`src/rtl/acc_alu_seq.sv`:
```
// WIDTH-bit accumulator ALU with start/done handshake, OFF/READY/RUN/ERROR FSM and iterative shift-add MULT.
// Define ALU_SAT_EN to saturate ADD/MULT to all-ones and SUB to zero on overflow.
module acc_alu_seq #(
  parameter int WIDTH = 8
) (
  input  logic             clk,
  input  logic             rst,
  input  logic             on,
  input  logic             start,
  input  logic [1:0]       in_sel,
  input  logic [2:0]       op,
  input  logic [WIDTH-1:0] operand_a,
  input  logic [WIDTH-1:0] operand_b,
  output logic             busy,
  output logic             done,
  output logic [WIDTH-1:0] result,
  output logic [WIDTH-1:0] acc,
  output logic             ovf,
  output logic             err,
  output logic [1:0]       state
);

  typedef enum logic [1:0] {
    OFF   = 2'b00,
    READY = 2'b01,
    RUN   = 2'b10,
    ERROR = 2'b11
  } stateT;

  localparam int CW = (WIDTH > 2) ? $clog2(WIDTH) : 1;
  localparam logic [CW-1:0] LAST = CW'(WIDTH - 1);

  localparam logic [2:0] OpAnd = 3'b000;
  localparam logic [2:0] OpOr  = 3'b001;
  localparam logic [2:0] OpXor = 3'b010;
  localparam logic [2:0] OpNot = 3'b011;
  localparam logic [2:0] OpAdd = 3'b100;
  localparam logic [2:0] OpSub = 3'b101;
  localparam logic [2:0] OpMul = 3'b110;

  stateT              stateQ, stateNext;
  logic [WIDTH-1:0]   accQ, accNext;
  logic [WIDTH-1:0]   resultQ, resultNext;
  logic               doneQ, doneNext;
  logic               ovfQ, ovfNext;
  logic [WIDTH-1:0]   aReg, aNext;
  logic [WIDTH-1:0]   bReg, bNext;
  logic [2:0]         opReg, opNext;
  logic [CW-1:0]      mulCnt, cntNext;
  logic [2*WIDTH-1:0] prodReg, prodNext;

  logic               finish;
  logic [WIDTH-1:0]   resVal;
  logic               ovfVal;
  logic [WIDTH:0]     sum;
  logic [2*WIDTH-1:0] addend;
  logic [2*WIDTH-1:0] partial;

  // Next-state and datapath: operands are latched in READY and stay frozen for the whole RUN.
  always_comb begin
    stateNext  = stateQ;
    accNext    = accQ;
    resultNext = resultQ;
    doneNext   = 1'b0;
    ovfNext    = ovfQ;
    aNext      = aReg;
    bNext      = bReg;
    opNext     = opReg;
    cntNext    = mulCnt;
    prodNext   = prodReg;
    finish     = 1'b0;
    resVal     = accQ;
    ovfVal     = 1'b0;
    sum        = {1'b0, aReg} + {1'b0, bReg};
    addend     = bReg[mulCnt] ? ({{WIDTH{1'b0}}, aReg} << mulCnt) : '0;
    partial    = prodReg + addend;

    case (stateQ)
      OFF: begin
        if (on) stateNext = READY;
      end
      READY: begin
        if (start) begin
          case (in_sel)
            2'b01:   aNext = operand_a;
            2'b10:   aNext = '0;
            default: aNext = accQ;
          endcase
          bNext     = operand_b;
          opNext    = op;
          ovfNext   = 1'b0;
          cntNext   = '0;
          prodNext  = '0;
          stateNext = RUN;
        end
      end
      RUN: begin
        case (opReg)
          OpAnd: begin resVal = aReg & bReg; finish = 1'b1; end
          OpOr:  begin resVal = aReg | bReg; finish = 1'b1; end
          OpXor: begin resVal = aReg ^ bReg; finish = 1'b1; end
          OpNot: begin resVal = ~aReg;       finish = 1'b1; end
          OpAdd: begin
            resVal = sum[WIDTH-1:0];
            ovfVal = sum[WIDTH];
            finish = 1'b1;
          end
          OpSub: begin
            resVal = aReg - bReg;
            ovfVal = aReg < bReg;
            finish = 1'b1;
          end
          OpMul: begin
            if (mulCnt == LAST) begin
              resVal = partial[WIDTH-1:0];
              ovfVal = |partial[2*WIDTH-1:WIDTH];
              finish = 1'b1;
            end else begin
              prodNext = partial;
              cntNext  = mulCnt + 1'b1;
            end
          end
          default: begin
            resVal = accQ;
            ovfVal = 1'b1;
            finish = 1'b1;
          end
        endcase
`ifdef ALU_SAT_EN
        if (ovfVal) begin
          if (opReg == OpAdd || opReg == OpMul) resVal = '1;
          else if (opReg == OpSub)              resVal = '0;
        end
`endif
        if (finish) begin
          accNext    = resVal;
          resultNext = resVal;
          ovfNext    = ovfVal;
          doneNext   = 1'b1;
          cntNext    = '0;
          stateNext  = ovfVal ? ERROR : READY;
        end
      end
      ERROR: stateNext = READY;
      default: stateNext = OFF;
    endcase
  end

  // Reset beats power-down, which beats normal operation; both abandon any op in flight.
  always_ff @(posedge clk) begin
    if (!rst) begin
      stateQ  <= OFF;
      accQ    <= '0;
      resultQ <= '0;
      doneQ   <= 1'b0;
      ovfQ    <= 1'b0;
      aReg    <= '0;
      bReg    <= '0;
      opReg   <= '0;
      mulCnt  <= '0;
      prodReg <= '0;
    end else if (!on) begin
      stateQ  <= OFF;
      doneQ   <= 1'b0;
      mulCnt  <= '0;
    end else begin
      stateQ  <= stateNext;
      accQ    <= accNext;
      resultQ <= resultNext;
      doneQ   <= doneNext;
      ovfQ    <= ovfNext;
      aReg    <= aNext;
      bReg    <= bNext;
      opReg   <= opNext;
      mulCnt  <= cntNext;
      prodReg <= prodNext;
    end
  end

  assign busy   = (stateQ == RUN);
  assign err    = (stateQ == ERROR);
  assign state  = stateQ;
  assign done   = doneQ;
  assign result = resultQ;
  assign acc    = accQ;
  assign ovf    = ovfQ;

endmodule

```
`config.mk`:
```
export PLATFORM = sky130hd
export DESIGN_NAME = acc_alu_seq
export DESIGN_NICKNAME = d
export VERILOG_FILES = /design/src/rtl/acc_alu_seq.sv
export SDC_FILE = /design/constraint.sdc
export NUM_CORES = 1
export LEC_CHECK = 0
export ABC_AREA = 1
export CAP_MARGIN = 20
export CORE_ASPECT_RATIO = 1.1
export CORE_MARGIN = 3
export CORE_UTILIZATION = 38
export CTS_BUF_LIST = sky130_fd_sc_hd__clkbuf_8
export DETAILED_ROUTE_END_ITERATION = 8
export MAX_ROUTING_LAYER = met4
export PLACE_DENSITY = 0.66
export SYNTH_ARGS = -nofsm -noshare
export SYNTH_HDL_FRONTEND = slang
export SYNTH_SLANG_ARGS = --single-unit
export TNS_END_PERCENT = 50
```
`constraint.sdc`:
```
create_clock -name clk -period 2.5 [get_ports clk]
set_input_delay 0.25 -clock clk [delete_from_list [all_inputs] [get_ports clk]]
set_output_delay 0.25 -clock clk [all_outputs]
set_load 0.05 [all_outputs]
```
Word level (Yosys, flattened, before mapping):

Cells that the tools add are included.

* bits in registers: 50
* input port bits: 25
* output and inout bits: 22
* logic and storage cells: 83

* $add $sub $neg: 4
* order comparisons: 2
* equality and inequality tests: 19
* shift operators: 1
* multiplexer cells: 29
* bitwise operators: 4
* reductions and logical operators: 15

Operators by type and width (number)
* $mux 16: 4
* $pmux 8 s7: 1
* $pmux 16 s2: 1
* $add 16x16->16: 1
* $pmux 8 s2: 1
* $shl 8x3->16: 1
* $eq 3x3->1 const B: 4
* $mux 3: 4
* $reduce_and 5->1: 2
* $add 8x8->9: 1
* $mux 1: 9
* $and 8x8->8: 1
* $lt 8x8->1: 1
* $mux 8: 1
* $not 8->8: 1
* $or 8x8->8: 1
* $reduce_and 4->1: 2
* $reduce_or 8->1: 1
* $sub 8x8->8: 1
* $xor 8x8->8: 1
* $reduce_bool 7->1: 1
* $eq 2x2->1 const B: 3
* $eq 3x2->1 const B: 2
* $mux 2: 3
* other kinds (20): 26

Longest topological paths before layout:

Gate-level depths: netlist of run 1.

* word-level depth: 11
* mapped depth: 26
* gate-level depth less buffers: 25

Least setup slack after synthesis of run 1:

Ideal clock, no wire load.

* path type: register to register
* from: register mulCnt[1]
* to: register stateQ[1] (netlist: state[1])
* library setup time: 0.120 ns
* arrival: 2.673 ns
* required time: 2.380 ns
* setup slack: -0.293 ns
* cell stages (with the launch flop): 25
* buffers on the path: 1
* clock period less this slack: 2.793 ns
* cells stage by stage: dfxtp_1 -> inv_1 -> clkbuf_1 -> a21oi_1 -> o21ai_0 -> nand2_1 -> nand2_1 -> nor3_1 -> ha_1 -> inv_1 -> fa_1 -> inv_1 -> nand3_1 -> nand3_1 -> nand2_1 -> nand2_1 -> nand2_1 -> nand2_1 -> nand3_1 -> nor2_1 -> nand3_1 -> nand2_1 -> nand2_1 -> nand2_1 -> a21oi_1

* word-level cells in the longest chain between the ends: 11
* elaborated cells on any way between the ends: 18
* classes of those cells: 1 x add/sub; 2 x eq/ne; 1 x shift; 12 x mux; 2 x reduce/logical

RTL lines
* start, declared: line 49 `logic [CW-1:0] mulCnt, cntNext;`
* start signal, assigned: line 175 `mulCnt <= cntNext;`
* $bmux 1 s3: line 75 `addend = bReg[mulCnt] ? ({{WIDTH{1'b0}}, aReg} << mulCnt) : '0;`
* $mux 1 (not written as such): line 75
* $mux 16: line 75
* $add 16x16->16: line 76 `partial = prodReg + addend;`
* $reduce_or 8->1: line 116 `ovfVal = |partial[2*WIDTH-1:WIDTH];`
* $mux 1: line 114 `if (mulCnt == LAST) begin`
* $pmux 1 s4: line 98 `case (opReg)`
* $mux 1: line 78 `case (stateQ)`
* $mux 2: line 141 `stateNext = ovfVal ? ERROR : READY;`
* $mux 2: line 135 `if (finish) begin`
* $pmux 2 s3: line 78
* end signal, assigned: line 167 `stateQ <= stateNext;`
* end, declared: line 41 `stateT stateQ, stateNext;`

Several ways; a longest one is shown, not always the timed one. The select of a mux whose other input is x is not followed.
A chain may end at the register's enable or synchronous reset.

Worst setup path after layout of run 1:

* from: register mulCnt[0]
* to: register ovfQ (netlist: ovf)

* word-level cells in the longest chain between the ends: 10
* elaborated cells on any way between the ends: 17
* classes of those cells: 1 x add/sub; 2 x eq/ne; 1 x shift; 11 x mux; 2 x reduce/logical

RTL lines
* $bmux 1 s3: line 75
* $mux 1 (not written as such): line 75
* $mux 16: line 75
* $add 16x16->16: line 76
* $reduce_or 8->1: line 116
* $mux 1: line 114
* $pmux 1 s4: line 98
* $mux 1: line 78
* $mux 1: line 135
* $pmux 1 s2: line 78
* end signal, assigned: line 171 `ovfQ <= ovfNext;`
* end, declared: line 45 `logic ovfQ, ovfNext;`

Several ways; a longest one is shown, not always the timed one. The select of a mux whose other input is x is not followed.

==> results of run 1 <==
## cells by family (layout without fill, tap and decap cells)
group,Yosys count,in the layout,share of synthesized area
xor gates and xnor gates,8,8,0.01521
AOI/OAI and AO/OA,152,152,0.1853
adders and majority gates,49,49,0.1380
DFF,50,50,0.2173
muxes,1,1,0.002173
and+or+nand+nor,338,338,0.3108
buffers and inverters,147,279,0.1312
## metal layers
layer  wire [um]  vias to the layer above  share of wire
li1            -                     2671              -
met1        6880                     2406           0.44
met2        7520                      180           0.48
met3         775                       39          0.049
met4         624                        0          0.039
met5           0                        -              0
## layout make-up
class	instances	area, um^2
Clock buffer	5	68.82
Inverter	119	452.9
Tap cell	150	187.7
Sequential cell	50	1007
Clock inverter	3	47.55
Multi-Input combinational cell	548	3672
Timing Repair Buffer	152	1323
Fill cell	1074	4886
## power by group through the flow
stage | registers [W] | logic, W | clock network (W)
2_1_floorplan | 0.000855 | 0.000192 | 0
3_3_place_gp | 0.000842 | 0.000354 | 0
3_5_place_dp | 0.000842 | 0.000353 | 0
4_1_cts | 0.000823 | 0.000362 | 0.000650
5_1_grt | 0.000825 | 0.000415 | 0.000679
6_report | 0.000823 | 0.000379 | 0.000643
## what timing repair did
item	in CTS	in global routing
setup buffers	11	8
setup endpoints to repair	17	21
gates cloned	1	0
pin swaps	12	47
resized for setup	98	73
## through the flow
| stage | power [W] | utilization | hold WS (ns) | setup TNS (ns) |
|---|---|---|---|---|
| after detailed placement | 0.001194 | 0.4985 | 0.4647 | -3.345 |
| final | 0.001845 | 0.5804 | 0.4794 | -3.521 |
| after CTS | 0.001834 | 0.5525 | 0.4807 | -1.576 |
| after floorplan | 0.001047 | - | 0.3884 | 0 |
| after global placement | 0.001196 | 0.4985 | 0.4602 | -3.187 |
| after global routing | 0.001919 | 0.5804 | 0.5033 | -7.236 |
## cells in the mapped netlist, types with 2 or more instances
master / instances / area [um^2]
buf_2: 3 / 15.01
nor3_4: 2 / 32.53
xor2_1: 7 / 61.31
ha_1: 46 / 575.6
inv_2: 4 / 15.01
o211ai_1: 3 / 22.52
nand2_1: 199 / 747.0
nor2_1: 59 / 221.5
a31oi_1: 2 / 12.51
o22ai_1: 4 / 25.02
o21ai_0: 51 / 255.2
nor2_4: 2 / 22.52
and2_1: 3 / 18.77
a221oi_1: 12 / 105.1
nor3_1: 7 / 35.03
or2_2: 3 / 18.77
clkbuf_1: 12 / 45.04
a21oi_1: 69 / 345.3
a21oi_2: 2 / 17.52
o221ai_1: 2 / 17.52
fa_1: 3 / 60.06
nand2_2: 2 / 12.51
a22oi_1: 2 / 15.01
dfxtp_1: 50 / 1001
inv_1: 112 / 420.4
buf_6: 2 / 22.52
nand4_1: 10 / 62.56
buf_4: 8 / 60.06
buf_1: 3 / 11.26
nand3_1: 47 / 235.2
nor4_1: 2 / 12.51
a211oi_1: 2 / 15.01
## registers in the layout, summed over array words and instances (netlist names)
name and flops:
mulCnt 3, ovf 1, bReg 8, result 8
state 2, opReg 3, prodReg 16, done 1
aReg 8
## critical path, stage by stage (launching register included)
cell and delay, ns:
dfxtp_4 0.38, buf_12 0.13, buf_6 0.11, o21ai_4 0.13
nor2_1 0.06, a31oi_1 0.23, nor2_1 0.08, o21ai_1 0.13
inv_1 0.09, ha_4 0.31, nand2_4 0.06, buf_6 0.12
nor2_4 0.13, nand3_2 0.10, nand3_2 0.08, nand2_2 0.06
nand2_1 0.05, nand2_1 0.07, nor2_1 0.09, nand3_1 0.12
nand2_1 0.11, nand2_2 0.06, nand2_2 0.09, a21oi_2 0.06
## worst max-delay path by stage
stage	slack (ns)	cells past startpoint	to	from
6_report	-0.44	23	ovf$_SDFFE_PN0P_	mulCnt[0]$_SDFFE_PN0P_
5_1_grt	-0.72	23	ovf$_SDFFE_PN0P_	mulCnt[0]$_SDFFE_PN0P_
4_1_cts	-0.27	23	ovf$_SDFFE_PN0P_	mulCnt[0]$_SDFFE_PN0P_
3_5_place_dp	-0.44	20	state[1]$_SDFFE_PN0P_	mulCnt[0]$_SDFFE_PN0P_
3_3_place_gp	-0.44	16	result[3]$_SDFFE_PN0P_	mulCnt[0]$_SDFFE_PN0P_
2_1_floorplan	0.002	21	state[1]$_SDFFE_PN0P_	mulCnt[0]$_SDFFE_PN0P_
==> results by group, run 1 <==
Routing
  – WL/cell: 15.39 um
  – Initial DRC Count: 345
  – Final Routed Wirelength: 15,800 um
  – Vias per inst: 5.157
  – DRC: 0
  – Antenna-violating nets left: 0
  – Initial DRT Pass Iterations: 5
  – Vias: 5,296

STA
  – Final setup fails: 20
  – Final Cycle Share: 1.175
  – Maximum clock frequency: 340.4 MHz
  – Tightest Pin Transition: 0.6883 ns
  – Hold Fails Final Rpt: 0
  – Slew Limit Fails: 0
  – RSZ-0062 raised after global routing: yes
  – Crit path time final: 2.938 ns
  – Rel. slew slack: 0.5406
  – Skew final: 0.01078 ns
  – Post-layout worst setup margin: -0.4375 ns

Global route
  – Grt total ovfl: 0
  – Met1 usage: 0.2907
  – First-pass GRT wire length: 25,030 um
  – Pin count of the biggest net entering global routing: 39
  – Vias in the first global route: 5,119
  – GRT busiest layer: met2
  – M3 GR Usage: 0.02843
  – GRT met2 Usage: 0.3945
  – GRT Total Usage: 0.2361
  – Initial antenna violation count: 0

Floorplanning
  – Cell Rows: 41
  – Num ports: 47
  – Die Span Y: 121.5 um
  – Die area: 13,480 um^2
  – Core Box Area: 11,640 um^2
  – Initial cell density of the core: 0.3955
  – Die X-Extent: 111.0 um

Pwr
  – Clk pwr share: 0.349
  – Power share of the combinational group: 0.205
  – Peak VDD IR: 0.2951 mV
  – Switching power: 0.0005769 W
  – Internal power: 0.001269 W
  – Power Density: 273.0 nW/um^2
  – Sequential Power Share: 0.446
  – Switch share: 0.3126
  – Lkg Pwr: 3.016 nW

Worst setup path
  – Critical Path Fanout Max: 6
  – Reg2reg setup slack: -0.44 ns
  – R2R Path End: ovf$_SDFFE_PN0P_
  – Reg2reg path depth: 23
  – Critical path required time: 2.73 ns
  – RR Startpoint: mulCnt[0]$_SDFFE_PN0P_
  – Kind of critical path: reg -> reg
  – CP Capture Type: register
  – Crit path launch type: register
  – Crit path DAT: 3.16 ns

Layout
  – Final instance area: 6759 um^2
  – P&R area growth vs syn: 46.75%
  – Layout cell share with drive strength beyond 1: 0.2851
  – Most frequent cells in the layout: 165 x nand2_1, 102 x inv_1, 93 x buf_4
  – Fin nets: 950
  – Antenna diode count: 0
  – Final non-filler cell total: 1,027
  – Commonest non-fill, non-tap cell in the layout: nand2_1

Synthesis
  – Cells after Synth: 745
  – Synth Cell Area: 4606 um^2
  – Syn Nets: 819
  – Synth Warn #: 0
  – Post-synth cell types: 42
  – Syn_area_per_cell: 6.182 um^2
  – Primary FF master, synth: dfxtp_1
  – Fraction of registers with async set or reset after synthesis: 0
  – Post-synth EDFFs: 0
  – Seq cells post-synth: 50
  – Seq/Total Area, Yosys: 0.2173

Min path
  – Hold depth: 2
  – Worst hold path startpoint: prodReg[0]$_SDFFE_PN0P_
  – Hold Path End: prodReg[0]$_SDFFE_PN0P_
  – Worst min path class: reg -> reg

CTS
  – Worst-Skew Late Latency: 0.33 ns
  – Cts hold-fix bufs: 0
  – CTS max path bufs: 2
  – Clk slew on worst S/H paths: 0.11 ns
  – CTS tree: done
  – TritonCTS Buffers: 5
  – Clk sinks: 50
  – CTS root buffer: clkbuf_8
  – H-Tree Depth: 2

Place
  – GPL Wtd Cong: 0.9787
  – Final HPWL DP: 11,760 um
  – Port Buffers: 46
  – Inst Count DP: 1,000
  – Place WS: -0.4423 ns
  – Cell area after placement: 5806 um^2

Run status
  – Failing checks: negative setup slack
  – Status: complete, but fails checks

Job
  – Maximum Capacitance Violations: 0
No activity file was read; power rests on OpenSTA's default activity.
==> run 2, diff against run 1 <==
CORE_MARGIN = not set   (was 3)
==> run 2 against run 1 <==
Effect of this change: sequential cell count stayed put; the run still ends with negative setup slack left; setup slack better by 0.17 ns; wire length is 1.6% lower; critical path depth is 1 lower; utilization is 2.8 points lower; global-route usage is 2.4 points higher; first-iteration DRC count is 5.8% lower; cell count is 0.68% lower; clock power is 14% higher; largest power group unchanged.
==> results by group, run 2 (synthesis gave the netlist of run 1 again) <==
Routing
  – M1 WL: 6707 um
  – Top Layer Used: met4
  – Initial DRC Count: 325
  – Final Routed Wirelength: 15,540 um
  – Antenna-violating nets left: 0
  – DRC: 0
  – Vias: 5,242
  – WL/cell: 15.24 um
  – Initial DRT Pass Iterations: 7
  – Vias per inst: 5.139
  – WL met2: 7495 um
  – Wire length on met3: 818 um

Global route
  – Pin count of the biggest net entering global routing: 39
  – Initial antenna violation count: 0
  – Vias in the first global route: 4,980
  – First-pass GRT wire length: 24,590 um
  – Grt total ovfl: 0
  – GRT Total Usage: 0.2599

CTS
  – Cts hold-fix bufs: 0
  – Worst-Skew Late Latency: 0.34 ns
  – CTS root buffer: clkbuf_8
  – CTS tree: done
  – Clk sinks: 50
  – H-Tree Depth: 2
  – CTS max path bufs: 2
  – Clk slew on worst S/H paths: 0.11 ns
  – TritonCTS Buffers: 5

Floorplanning
  – Initial cell density of the core: 0.3955
  – Die area: 12,570 um^2
  – Num ports: 47
  – Die X-Extent: 107.0 um
  – Core Box Area: 11,640 um^2
  – Die Span Y: 117.5 um
  – Cell Rows: 41

STA
  – Slew Limit Fails: 0
  – RSZ-0062 raised after global routing: yes
  – Total negative slack: -1.444 ns
  – Final setup fails: 11
  – Hold Fails Final Rpt: 0
  – Crit path time final: 2.765 ns
  – Final Cycle Share: 1.106
  – Skew final: 0.01356 ns
  – Rel. slew slack: 0.6523
  – Maximum clock frequency: 361.7 MHz
  – Post-layout worst setup margin: -0.2645 ns
  – Tightest Pin Transition: 0.5199 ns

Worst setup path
  – CP Capture Type: register
  – Kind of critical path: reg -> reg
  – CP max stage cell: dfxtp_4
  – Critical Path Fanout Max: 8
  – Crit path launch type: register
  – Crit-path most repeated cell: nand2_1
  – Critical path required time: 2.73 ns
  – Cell Chain, Critical Path: buf_6 -> a21oi_2 -> o21ai_1 -> nand2_1 -> nand2_4 -> buf_6 -> nor3_4 -> inv_2 -> fa_2 -> inv_2 -> buf_4 -> nand3_2 -> nand3_1 -> nand2_2 -> nand2_2 -> nand2_1 -> nor2_1 -> nand3_1 -> nand2_1 -> nand2_1 -> nand2_1 -> a21oi_1
  – Delay of the slowest critical-path stage: 0.38 ns
  – Crit path DAT: 3.00 ns

Layout
  – P&R area growth vs syn: 39.72%
  – Commonest non-fill, non-tap cell in the layout: nand2_1
  – Most frequent cells in the layout: 177 x nand2_1, 107 x inv_1, 92 x buf_4
  – Biggest register: prodReg
  – Fillers: 1,181
  – Largest register FFs: 16
  – Layout cell share with drive strength beyond 1: 0.2310
  – Antenna diode count: 0
  – Fin nets: 943
  – Final non-filler cell total: 1,020

Pwr
  – Lkg Pwr: 2.918 nW
  – Peak VDD IR: 0.2461 mV
  – Power Density: 298.9 nW/um^2
  – Tot Pwr: 0.001923 W

Run status
  – Failing checks: negative setup slack
  – Status: complete, but fails checks

Job
  – Maximum Capacitance Violations: 0

Place
  – Inst Count DP: 1,004
  – GPL Wtd Cong: 0.9936
  – Place WS: -0.4597 ns
  – Port Buffers: 46
  – Final HPWL DP: 11,830 um

Min path
  – Worst min path class: reg -> reg
==> run 2: timing repair <==
| action | in CTS | in global routing |
|---|---|---|
| buffers inserted | 7 | 1 |
| pin swaps | 21 | 16 |
| cloned | 1 | 0 |
| resized for setup | 66 | 42 |
| setup endpoints to repair | 19 | 20 |
==> run 2: final timing paths <==
kind	startpoint	to	slack [ns]	cells past startpoint
worst min-delay path	prodReg[14]$_SDFFE_PN0P_	prodReg[14]$_SDFFE_PN0P_	0.48	2
worst min register to register	prodReg[14]$_SDFFE_PN0P_	prodReg[14]$_SDFFE_PN0P_	0.48	2
worst max register to register	mulCnt[0]$_SDFFE_PN0P_	state[1]$_SDFFE_PN0P_	-0.26	22
worst max-delay path	mulCnt[0]$_SDFFE_PN0P_	state[1]$_SDFFE_PN0P_	-0.26	22
==> run 2: worst max-delay path, delay by kind of cell, from the launching register on <==
kind	cells	cell delay, ns
buffers and inverters	5	0.52
AO/OA/AOI/OAI	3	0.26
flip-flops	1	0.38
AND/OR/NAND/NOR	13	1.14
adder cells (fa/ha/maj)	1	0.38
==> run 2: stage by stage <==
step	hold slack [ns]	instance area, um^2	util
final	0.4775	6435	0.5526
after global routing	0.5016	6435	0.5526
after CTS	0.4800	6250	0.5367
after detailed placement	0.4649	5823	0.5001
after global placement	0.4629	5823	0.5001
after floorplan	0.3884	4647	-
==> run 2: layout make-up <==
cell class	instances	area [um^2]	share of cell area
Clock buffer	5	68.82	0.01069
Clock inverter	3	68.82	0.01069
Inverter	119	452.9	0.07039
Multi-Input combinational cell	548	3408	0.5297
Sequential cell	50	1010	0.1569
Tap cell	150	187.7	0.02917
Timing Repair Buffer	145	1239	0.1925
==> run 2: metal layers <==
metal / vias up / global-route usage
li1: 2666 / -
met1: 2382 / 0.3195
met2: 157 / 0.4278
met3: 37 / 0.04485
met4: 0 / 0.08647
met5: - / -
==> run 2: power by group <==
part | switching, W | internal [W]
Sequential | 0.0000141 | 0.000808
Clock | 0.000329 | 0.000401
Combinational | 0.000221 | 0.000150
==> run 3, diff against run 2 <==
--- a/constraint.sdc
+++ b/constraint.sdc
@@ -3,2 +3,2 @@
 set_output_delay 0.25 -clock clk [all_outputs]
-set_load 0.05 [all_outputs]
+set_load 0.1 [all_outputs]
==> run 3 against run 2 <==
Effect of this change: the flow still finishes with violations (negative setup slack); clock-buffer cell count rose by 1; cell count decreased by 0.39%; sequential share of layout area down 0.16 points; clock power decreased by 27%; clock skew up 0.0028 ns.
==> results by group, run 3 (synthesis gave the netlist of run 1 again) <==
Worst setup path
  – Reg2reg setup slack: -0.29 ns
  – Kind of critical path: reg -> reg
  – CP Capture Type: register
  – Critical Path Fanout Max: 6
  – Critical path required time: 2.71 ns
  – Crit path DAT: 3.00 ns
  – Crit path launch type: register
  – Reg2reg path depth: 24

Floorplanning
  – Die area: 12,570 um^2
  – Cell Rows: 41
  – Die X-Extent: 107.0 um
  – Initial cell density of the core: 0.3955
  – Num ports: 47
  – Core Box Area: 11,640 um^2
  – Die Span Y: 117.5 um

STA
  – RSZ-0062 raised after global routing: yes
  – Worst hold slack: 0.4767 ns
  – Tightest Pin Transition: 0.6180 ns
  – Rel. slew slack: 0.5870
  – Maximum clock frequency: 358.3 MHz
  – Slew Limit Fails: 0
  – Final Cycle Share: 1.116
  – Skew final: 0.01633 ns
  – Hold Fails Final Rpt: 0
  – Crit path time final: 2.791 ns
  – Post-layout worst setup margin: -0.2912 ns
  – Final setup fails: 10

Place
  – GPL Wtd Cong: 1.007
  – Final HPWL DP: 11,830 um
  – Port Buffers: 46

Pwr
  – Power Density: 268.3 nW/um^2
  – Peak VDD IR: 0.2360 mV
  – Lkg Pwr: 3.001 nW
  – Tot Pwr: 0.001750 W

Layout
  – Biggest register: prodReg
  – Layout cell share with drive strength beyond 1: 0.2991
  – P&R area growth vs syn: 41.65%
  – Finished Core Util: 0.5602
  – Antenna diode count: 0
  – Commonest non-fill, non-tap cell in the layout: nand2_1
  – Fin nets: 939
  – Most frequent cells in the layout: 163 x nand2_1, 106 x buf_4, 103 x inv_1
  – Largest register FFs: 16

Routing
  – Antenna-violating nets left: 0
  – WL/cell: 15.37 um
  – Initial DRT Pass Iterations: 5
  – Vias: 5,278
  – Vias per inst: 5.195
  – Initial DRC Count: 393
  – DRC: 0
  – Final Routed Wirelength: 15,620 um

CTS
  – H-Tree Depth: 2
  – Worst-Skew Late Latency: 0.32 ns
  – Clk sinks: 50
  – CTS tree: done
  – CTS root buffer: clkbuf_8
  – Cts hold-fix bufs: 0
  – CTS max path bufs: 2
  – TritonCTS Buffers: 5
  – Clk slew on worst S/H paths: 0.10 ns

Global route
  – Pin count of the biggest net entering global routing: 39
  – Initial antenna violation count: 0
  – First-pass GRT wire length: 23,540 um
  – GRT Total Usage: 0.2462
  – Grt total ovfl: 0
  – Vias in the first global route: 4,785

Run status
  – Failing checks: negative setup slack
  – Status: complete, but fails checks

Min path
  – Worst min path class: reg -> reg
  – Hold depth: 2

Job
  – Maximum Capacitance Violations: 0
-- run 3: cell types whose count changed in the layout (fill, tap and decap cells not counted), moves of 5 or more --
cell,delta
o21ai_2,+5
clkdlybuf4s50_1,-22
buf_4,+14
nand2_1,-14
nand2_2,+10
-- run 3: path summary, 6_finish.rpt --
| path | start | endpoint |
|---|---|---|
| max | mulCnt[0]$_SDFFE_PN0P_ | state[1]$_SDFFE_PN0P_ |
| min | prodReg[11]$_SDFFE_PN0P_ | prodReg[11]$_SDFFE_PN0P_ |
| max reg2reg | mulCnt[0]$_SDFFE_PN0P_ | state[1]$_SDFFE_PN0P_ |
| min reg2reg | prodReg[11]$_SDFFE_PN0P_ | prodReg[11]$_SDFFE_PN0P_ |
-- run 3: repair_timing --
action	4_1_cts	5_1_grt
setup buffers	4	13
gates resized for setup	54	119
pin swaps	13	44
endpoints found under the setup margin	18	20
gates cloned	2	0
-- run 3: power breakdown --
part / total (W) / internal, W / switching (W)
combinational: 0.000393 / 0.000149 / 0.000244
sequential: 0.000825 / 0.000809 / 0.0000156
clock: 0.000533 / 0.000224 / 0.000309
-- run 3: layout make-up --
| type | instances | area [um^2] |
|---|---|---|
| Inverter | 119 | 452.9 |
| Fill cell | 1132 | 5121 |
| Clock buffer | 6 | 82.58 |
| Sequential cell | 50 | 1013 |
| Multi-Input combinational cell | 548 | 3611 |
| Timing Repair Buffer | 141 | 1164 |
| Tap cell | 150 | 187.7 |
| Clock inverter | 2 | 12.51 |
-- run 3: worst max-delay path: stages (launching register included) --
cell and delay, ns:
dfxtp_4 0.38, buf_8 0.14, buf_6 0.13, nand2_4 0.07, o21ai_4 0.06, mux2i_2 0.17
nor2_1 0.06, o21ai_1 0.12, inv_1 0.10, ha_4 0.33, nand2_2 0.08, nand2_2 0.08
nand2_1 0.05, nand2_1 0.08, inv_1 0.06, nand2_2 0.08, nand2_1 0.07, nand3_1 0.08
nand2_2 0.06, nor2_1 0.08, nand3_1 0.11, nand2_1 0.07, nand2_1 0.06, nand2_2 0.07
a21oi_1 0.06
-- run 3: stage by stage --
| stage | TNS [ns] | cells | setup WS, ns | instance area, um^2 |
|---|---|---|---|---|
| after global placement | -3.120 | 991 | -0.4651 | 5664 |
| final | -1.898 | 1016 | -0.2912 | 6524 |
| after global routing | -4.291 | 1016 | -0.4637 | 6524 |
| after floorplan | -0.08920 | 745 | -0.04482 | 4652 |
| after CTS | -1.112 | 1005 | -0.2353 | 6001 |
| after detailed placement | -3.110 | 991 | -0.4415 | 5664 |
-- run 3: metal layers --
layer  GRT usage  vias up  routed length (um)
li1            -     2657                   -
met1      0.3111     2420                6659
met2      0.3976      166                7675
met3     0.03488       35                 752
met4     0.08904        0                 532
met5           -        -                   0
